File: src/rtl/mem_sched.sv
// rtl/mem_sched.sv - single-port unified memory scheduler, data requests win over fetch
// Tracks one outstanding read at a time and steers the returned word to its owner.
module mem_sched #(
    parameter int ADDR_W  = 32,
    parameter int MEM_LAT = 1
) (
    input  logic              clk,
    input  logic              rst,
    input  logic              if_req,
    input  logic [ADDR_W-1:0] if_addr,
    output logic              if_gnt,
    output logic              if_rvalid,
    output logic [31:0]       if_rdata,
    input  logic              d_req,
    input  logic              d_we,
    input  logic [ADDR_W-1:0] d_addr,
    input  logic [31:0]       d_wdata,
    input  logic [3:0]        d_be,
    output logic              d_gnt,
    output logic              d_rvalid,
    output logic [31:0]       d_rdata,
    output logic              mem_en,
    output logic [3:0]        mem_we,
    output logic [ADDR_W-3:0] mem_addr,
    output logic [31:0]       mem_wdata,
    input  logic [31:0]       mem_rdata,
    output logic              stall,
    output logic [15:0]       conflict_cnt
);

    typedef enum logic [1:0] {IDLE, I_WAIT, D_WAIT} state_t;

    localparam logic [1:0] LAT_INIT = 2'(MEM_LAT);

    state_t      state, state_nxt;
    logic [1:0]  lat_cnt, lat_nxt;
    logic [31:0] if_hold, d_hold;
    logic [15:0] cnt;
    logic        ret;

    logic unused_addr_lsb;
    assign unused_addr_lsb = ^{if_addr[1:0], d_addr[1:0]};

    always_comb begin
        if_gnt    = 1'b0;
        d_gnt     = 1'b0;
        mem_en    = 1'b0;
        mem_we    = 4'b0000;
        mem_addr  = '0;
        mem_wdata = '0;
        state_nxt = state;
        lat_nxt   = lat_cnt;
        ret       = (state != IDLE) && (lat_cnt == 2'd1);

        if (state != IDLE) lat_nxt = lat_cnt - 2'd1;
        if (ret) state_nxt = IDLE;

        // The return cycle doubles as an issue slot so reads can run back to back.
        if (rst && ((state == IDLE) || ret)) begin
            if (d_req) begin
                d_gnt     = 1'b1;
                mem_en    = 1'b1;
                mem_addr  = d_addr[ADDR_W-1:2];
                mem_we    = d_we ? d_be : 4'b0000;
                mem_wdata = d_wdata;
                if (!d_we) begin
                    state_nxt = D_WAIT;
                    lat_nxt   = LAT_INIT;
                end
            end else if (if_req) begin
                if_gnt    = 1'b1;
                mem_en    = 1'b1;
                mem_addr  = if_addr[ADDR_W-1:2];
                state_nxt = I_WAIT;
                lat_nxt   = LAT_INIT;
            end
        end

        if_rvalid = ret && (state == I_WAIT);
        d_rvalid  = ret && (state == D_WAIT);
        if_rdata  = if_rvalid ? mem_rdata : if_hold;
        d_rdata   = d_rvalid ? mem_rdata : d_hold;
        stall     = rst && ((if_req && !if_gnt) || (d_req && !d_gnt) ||
                            ((state != IDLE) && !ret));
    end

    always_ff @(posedge clk or negedge rst) begin
        if (!rst) begin
            state   <= IDLE;
            lat_cnt <= 2'd0;
            if_hold <= 32'd0;
            d_hold  <= 32'd0;
            cnt     <= 16'd0;
        end else begin
            state   <= state_nxt;
            lat_cnt <= lat_nxt;
            if (if_rvalid) if_hold <= mem_rdata;
            if (d_rvalid) d_hold <= mem_rdata;
            if (if_req && d_req && d_gnt && (cnt != 16'hFFFF)) cnt <= cnt + 16'd1;
        end
    end

    assign conflict_cnt = cnt;

endmodule

File: config.mk
export PLATFORM = sky130hd
export DESIGN_NAME = mem_sched
export DESIGN_NICKNAME = d
export VERILOG_FILES = /design/src/rtl/mem_sched.sv
export SDC_FILE = /design/constraint.sdc
export NUM_CORES = 1
export LEC_CHECK = 0
export CAP_MARGIN = 0
export CORE_ASPECT_RATIO = 0.8
export CORE_MARGIN = 8
export CORE_UTILIZATION = 37
export CTS_CLUSTER_SIZE = 16
export DETAILED_ROUTE_END_ITERATION = 6
export PLACE_DENSITY_LB_ADDON = 0.12
export SYNTH_ARGS = -nofsm -noshare
export SYNTH_HDL_FRONTEND = slang
export SYNTH_SLANG_ARGS = --single-unit
File: constraint.sdc
create_clock -name clk -period 5.3 [get_ports clk]
set_clock_uncertainty 0.1 [all_clocks]
set_input_delay 1.06 -clock clk [delete_from_list [all_inputs] [get_ports clk]]
set_output_delay 1.06 -clock clk [all_outputs]
set_load 0.02 [all_outputs]
After elaboration in Yosys (flattened, before gate mapping) --
Index checks and enable logic that the tools add are counted.
Word-level totals: register bits after elaboration 84, input port bits 137, output and inout bits 152, word-level logic and storage cells 57
Operators by class: $add $sub $neg 2, equal/unequal tests 4, muxes and demuxes 27, reduce and logical (&&, ||, !) cells 19
Operators by type and width (count):
- $mux 32 | 4
- $mux 30 | 3
- $mux 2 | 10
- $add 16x1->16 const B | 1
- $ne 16x16->1 const B | 1
- $mux 4 | 3
- $logic_and 1x1->1 | 11
- $mux 1 | 7
- $eq 2x1->1 const B | 2
- $logic_not 1->1 | 3
- $logic_or 1x1->1 | 3
- $eq 2x2->1 const B | 1
- $logic_not 2->1 | 1
- $reduce_bool 2->1 | 1
- $sub 2x1->2 const B | 1

Logic depth before layout (Yosys ltp) --
Gate-level depths: netlist of run 1.
word-level depth 10, depth in mapped cells 8, mapped depth without buffers 7

Worst setup path before layout of run 1 --
OpenSTA, ideal clock, no wires.
path kind input port to output port, from in d_req, to out mem_addr[21], arrival time 2.299 ns, required time 4.140 ns, path slack 1.841 ns, stages 5, path through clkbuf_1 > nand2b_1 > nor2_1 > clkbuf_1 > a22o_1
Between the ends: word-level cells in the longest chain between the ends 2
Ends and longest elaborated chain:
- start, declared | line 14 | input logic d_req,
- $mux 30 | line 60 | if (d_req) begin
- $mux 30 | line 59 | if (rst && ((state == IDLE) || ret)) begin
- end, declared | line 24 | output logic [ADDR_W-3:0] mem_addr,
No other way between the ends.

Worst setup path in the final report of run 1 --
from in d_req, to out mem_addr[1]
Same word-level chain as after synthesis.

==> results.cfg, run 1 <==
[timing]
setup_viol_count_final = 0
slew_violations = 0
holdWs_ns = 0.366
fmax_ghz = 0.231
min_period_ns = 4.33
worstMarginPinSlew_ns = 1.18
hold_viol = 0
post-route-period-util_pct = 81.7
rsz0062_at_grt = no
maxSlewHeadroom_pct = 21.4
finalSetupTns_ns = 0

[global_routing]
grt_pass1_wl_mm = 24.3
grt_antenna_before_repair = 0
grt_max_degree = 41
overflow = 0
grtUsageTotal_pct = 21.7
first_global_vias = 4213

[detailed_routing]
drc_errors = 0
route.vias.total = 4171
viasPerCell = 4.78
wire_per_inst_um = 18.8
drtPass1Iterations = 5
routed_wl_mm = 16.4
ant_nets = 0
drt_iter0_markers = 238

[clock_tree]
cts_made_buffers = 9
clkTransAtPathRegs_ns = 0.06
clockRootBuffer = clkbuf_16
clkSinkCount = 84
hold_buffers = 0
h-tree-depth = 3
tritoncts = yes
worstSkewPairLatency_ns = 0.33
clockBufferDepth = 2
postCtsSetupBuffers = 0
post_cts_resized = 0

[die]
dieHeight_um = 108
pin_count = 289
fp.dieW_um = 131
num_rows = 33
start_util_pct = 38.2
die_area_mm2 = 0.0142
core_mm2 = 0.0103

[synth]
yosysSeqAreaShare_pct = 53.5
yosys-top-cells-area = dfrtp_1 53%, nand2_1 19%, a22o_1 6.9%, and3_1 5.7%, clkbuf_1 1.8%
ys_types = 31
yosys_register_bits = 84
syn-cell-area_mm2 = 0.00393
synthesis.nets = 590
yosys.area.top_type = dfrtp_1
synth-warning-count = 0
yosysTopAreaCellShare_pct = 53.5
synth.avg_cell_area_um2 = 8.71
netlist_instances = 451

[finish]
fill_cells = 763
final_nets = 867
area_delta_synth_final_pct = 83.2
n_antenna_cell = 0
drive_above_1_share_pct = 4.51

[worst_setup_path]
start_kind = primary input
crit_fanout = 31
critical_path_class = in -> out
cp.arrival_ns = 3.17
cp-startpoint = d_req
cp-end-kind = output port
cp.required_ns = 4.14
reg2reg_depth = 8
r2r_start = lat_cnt[1]$_DFF_PN0_

[run]
drv_cap = 0

[min_path]
min_path_cells = 2
hold_start = if_hold[5]$_DFF_PN0_
hold_path_class = reg -> reg

[power_and_ir_drop]
cellPowerDensity_mw_per_mm2 = 529
p_leak_nw = 3.36
peakVddDrop_v = 0.000326

[placed_design]
port-buffer-count = 284
dp_hpwl_mm = 12.6
place_congestion = 0.859

[status]
outcome = completed
## per-layer routing
| metal | share of wire (%) | track usage, % |
|---|---|---|
| met5 | 0 | 0 |
| met4 | 0.48 | 2.81 |
| met3 | 6.5 | 6.53 |
| met2 | 52 | 38.3 |
| met1 | 41 | 26.4 |
## cells in the final DEF (no fill, tap or decap)
| cell | Yosys | routed |
|---|---|---|
| clkdlybuf4s50_1 | 0 | 279 |
| nand2_1 | 202 | 202 |
| dfrtp_1 | 84 | 84 |
| and3_1 | 36 | 36 |
| a22o_1 | 31 | 31 |
| buf_4 | 0 | 13 |
| clkbuf_16 | 0 | 9 |
| inv_1 | 8 | 8 |
| nor2_1 | 9 | 8 |
| xor2_1 | 7 | 7 |
| nand3_1 | 7 | 7 |
| xnor2_1 | 7 | 7 |
| nor3_1 | 4 | 4 |
| clkinv_2 | 0 | 4 |
| nor2b_1 | 3 | 3 |
| o21ai_0 | 3 | 3 |
| nand4_1 | 3 | 3 |
| nor4_1 | 3 | 3 |
| a21o_1 | 2 | 2 |
| nand3b_1 | 2 | 2 |
| mux2_2 | 2 | 2 |
| ha_1 | 2 | 2 |
| bufinv_16 | 0 | 2 |
| o21ba_2 | 1 | 1 |
| and2_1 | 1 | 1 |
| nand2b_1 | 1 | 1 |
| nor2_2 | 0 | 1 |
| a21boi_0 | 1 | 1 |
| a21oi_1 | 1 | 1 |
| a2bb2oi_1 | 1 | 1 |
| or2_1 | 1 | 1 |
| nor4_2 | 1 | 1 |
| o211ai_1 | 1 | 1 |
| o22a_1 | 1 | 1 |
## report_power, final
group	switching (mW)	total (mW)	internal, mW	leakage, nW
clock network	0.237	0.644	0.406	0.155
logic	1.19	2.15	0.960	2.16
registers	0.104	1.02	0.917	1.04
## final cells by class
class	count	area [um2]	share of cell area [%]
timing repair buffer	292	2890	40.1
sequential	84	2100	29.2
multi-input combinational	333	1700	23.6
clock buffer	9	225	3.13
tap	140	175	2.43
clock inverter	6	80.1	1.11
inverter	8	30.0	0.417
## through the flow
stage                     area (um2)  worst slack (ns)  util [%]  total power [mW]  std cells
after floorplan                 3930              1.84         -              2.08        451
after global placement          6890              1.03      67.1              3.15        857
after detailed placement        6890              1.01      67.1              3.19        857
after CTS                       7200              1.00      70.0              3.85        872
after global routing            7200             0.900      70.0              4.03        872
final                           7200             0.971      70.0              3.81        872
## logic make-up (layout without fill, tap and decap cells)
group,after synthesis,after routing,synth area share [%]
AOI/OAI and AO/OA,42,42,8.88
muxes,2,2,0.573
xor gates and xnor gates,14,14,3.12
and+or+nand+nor,273,273,29.9
buffers and inverters,34,315,3.41
adders and majority gates,2,2,0.637
DFF,84,84,53.5
## final timing paths
| path | slack [ns] | endpoint |
|---|---|---|
| max reg2reg | 3.21 | state[1]$_DFF_PN0_ |
| min in group asynchronous | 0.45 | conflict_cnt[13]$_DFFE_PN0P_ |
| max in group asynchronous | 3.92 | d_hold[17]$_DFF_PN0_ |
| min reg2reg | 0.37 | if_hold[5]$_DFF_PN0_ |
| max | 0.97 | mem_addr[1] |
| min | 0.37 | if_hold[5]$_DFF_PN0_ |
## cell usage after synthesis
cell type,n
o22a_1,1
a2bb2oi_1,1
nand4_1,3
a22o_1,31
nor3_1,4
nand3b_1,2
buf_1,2
a21o_1,2
o211ai_1,1
a21boi_0,1
buf_2,5
xnor2_1,7
nor2b_1,3
or2_1,1
nor4_2,1
o21ai_0,3
and2_1,1
nor2_1,9
nand3_1,7
clkbuf_1,19
mux2_2,2
o21ba_2,1
nor4_1,3
inv_1,8
and3_1,36
xor2_1,7
nand2_1,202
nand2b_1,1
a21oi_1,1
dfrtp_1,84
ha_1,2
## flip-flops by register name, summed over array words and instances (netlist names)
name,flops
state,2
lat_cnt,2
if_hold,32
d_hold,32
conflict_cnt,16
## critical path, stage by stage
cell             delay, ns
clkdlybuf4s50_1       0.54
nand2b_1              0.23
nor2_2                0.12
buf_4                 0.33
a22o_1                0.18
clkdlybuf4s50_1       0.69
Note: power is estimated with default switching activity, not from simulation.
==> run 2, diff against run 1 <==
--- a/config.mk
+++ b/config.mk
@@ -8,7 +8,7 @@
 export CAP_MARGIN = 0
 export CORE_ASPECT_RATIO = 0.8
 export CORE_MARGIN = 8
-export CORE_UTILIZATION = 37
+export CORE_UTILIZATION = 35
 export CTS_CLUSTER_SIZE = 16
 export DETAILED_ROUTE_END_ITERATION = 6
 export PLACE_DENSITY_LB_ADDON = 0.12
==> constraint.sdc (replaced) <==
create_clock -name clk -period 4.4 [get_ports clk]
set_clock_uncertainty 0.1 [all_clocks]
set_input_delay 0.88 -clock clk [delete_from_list [all_inputs] [get_ports clk]]
set_output_delay 0.88 -clock clk [all_outputs]
set_load 0.02 [all_outputs]
==> run 2 against run 1 <==
Compared with the run above:
- worst setup slack lost 0.40 ns
- core utilization decreased by 3.7 points
- sequential power increased by 20%
- global-route usage hardly changed
- sequential share of layout area decreased by 0.10 points
- clock-buffer cell count grew 2
- clock power grew 19%
- via count up 0.19%
==> results.cfg, run 2 (synthesis results as in run 1) <==
[status]
outcome = completed

[worst_setup_path]
rrSetupSlack_ns = 2.33
crit_chain = clkdlybuf4s50_1, nand2b_1, nor2_2, buf_4, a22o_1, clkdlybuf4s50_1
max_stage_delay_ns = 0.64
cp-end-kind = output port
crit_fanout = 32
critical_path_class = in -> out
cp_common_cell = clkdlybuf4s50_1
slowest_stage = clkdlybuf4s50_1
cp.arrival_ns = 2.85
start_kind = primary input
cp.required_ns = 3.42

[finish]
n_antenna_cell = 0
drive_above_1_share_pct = 5.03
final_common_cell = clkdlybuf4s50_1
area_delta_synth_final_pct = 83.8
mostFrequentLayoutCells = 278 x clkdlybuf4s50_1, 202 x nand2_1, 84 x dfrtp_1
fill_cells = 923
final_nets = 869

[clock_tree]
post_cts_resized = 0
clkSinkCount = 84
tritoncts = yes
h-tree-depth = 3
worstSkewPairLatency_ns = 0.33
cts_made_buffers = 9
hold_buffers = 0
clkTransAtPathRegs_ns = 0.05
clockBufferDepth = 2
clockRootBuffer = clkbuf_16
postCtsSetupBuffers = 0

[power_and_ir_drop]
seqPwrFrac_pct = 26.7
cellPowerDensity_mw_per_mm2 = 635
peakVddDrop_v = 0.000411
p_comb_share_pct = 56.6
power.share.clock_pct = 16.7
internal_power_mw = 2.73
p_leak_nw = 3.37
p_sw_share_pct = 40.4
switchingPower_mw = 1.85

[placed_design]
place_congestion = 0.795
dp_hpwl_mm = 13.0
port-buffer-count = 284

[timing]
worstMarginPinSlew_ns = 0.617
fmax_ghz = 0.261
maxSlewHeadroom_pct = 58.9
rsz0062_at_grt = no
finalSetupTns_ns = 0
hold_viol = 0
holdWs_ns = 0.250
post-route-period-util_pct = 87.1
slew_violations = 0
min_period_ns = 3.83
setup_viol_count_final = 0

[die]
core_mm2 = 0.0109
pin_count = 289
num_rows = 34
dieHeight_um = 111
start_util_pct = 36.1
fp.dieW_um = 134
die_area_mm2 = 0.0149

[min_path]
hold_path_class = in -> async

[detailed_routing]
wire_per_inst_um = 18.7
drt_iter0_markers = 309
drc_errors = 0
route.vias.total = 4179
drtPass1Iterations = 5
viasPerCell = 4.75
routed_wl_mm = 16.5
ant_nets = 0

[global_routing]
use_met3_pct = 7.07
first_global_vias = 4303
grtUsageTotal_pct = 21.6
grt.busiest_layer = met2
grt_antenna_before_repair = 0
met1_usage_pct = 26.4
grt_max_degree = 50
use_met2_pct = 37.0
grt_pass1_wl_mm = 25.4
overflow = 0

[run]
drv_cap = 0
==> run 2: cell types whose count changed in the layout (fill, tap and decap cells not counted), sizes merged <==
cell / change
buf: +3
bufinv: -1
clkbuf: +2
clkdlybuf4s50: -1
clkinv: -1
clkinvlp: +1
==> run 2: metrics by stage <==
| stage | utilization [%] | instance area (um2) | setup WS, ns | std cells | total power, mW |
|---|---|---|---|---|---|
| after detailed placement | 63.5 | 6910 | 0.583 | 863 | 3.86 |
| after CTS | 66.3 | 7220 | 0.583 | 879 | 4.64 |
| after global placement | 63.5 | 6910 | 0.641 | 863 | 3.81 |
| after floorplan | - | 3930 | 1.30 | 451 | 2.50 |
| after global routing | 66.3 | 7220 | 0.473 | 879 | 4.86 |
| final | 66.3 | 7220 | 0.568 | 879 | 4.59 |
==> run 2: routing by layer <==
metal  share of wire [%]  wire, um
met1                  41      6790
met4                0.35        58
met3                 7.1      1170
met2                  51      8440
met5                   0         0
==> run 2: area by class of cell <==
type	count	area, um2	share of cell area (%)
Multi-Input combinational cell	333	1700	23.5
Sequential cell	84	2100	29.1
Clock inverter	5	60.1	0.831
Clock buffer	11	253	3.50
Tap cell	144	180	2.49
Inverter	8	30.0	0.416
Timing Repair Buffer	294	2900	40.2
==> run 2: worst max-delay path: cells and delay by family <==
family | cells | cell delay (ns)
buffers and inverters | 3 | 1.44
AO/OA/AOI/OAI | 1 | 0.24
AND/OR/NAND/NOR | 2 | 0.28
==> run 2: worst paths after layout <==
check / start / endpoint / cells past startpoint
worst min register to register: d_hold[11]$_DFF_PN0_ / d_hold[11]$_DFF_PN0_ / 2
max in group asynchronous: rst / lat_cnt[1]$_DFF_PN0_ / 2
min in group clk: d_hold[11]$_DFF_PN0_ / d_hold[11]$_DFF_PN0_ / 2
worst max register to register: lat_cnt[1]$_DFF_PN0_ / conflict_cnt[10]$_DFFE_PN0P_ / 7
worst min-delay path: rst / if_hold[1]$_DFF_PN0_ / 1
worst max-delay path: d_req / mem_addr[28] / 6
==> run 2: power by group through the flow <==
stage          registers (mW)  clock network (mW)  logic, mW
3_5_place_dp             1.24                   0       2.62
4_1_cts                  1.23               0.784       2.63
5_1_grt                  1.25               0.818       2.79
3_3_place_gp             1.22                   0       2.59
2_1_floorplan            1.24                   0       1.27
6_report                 1.22               0.767       2.60
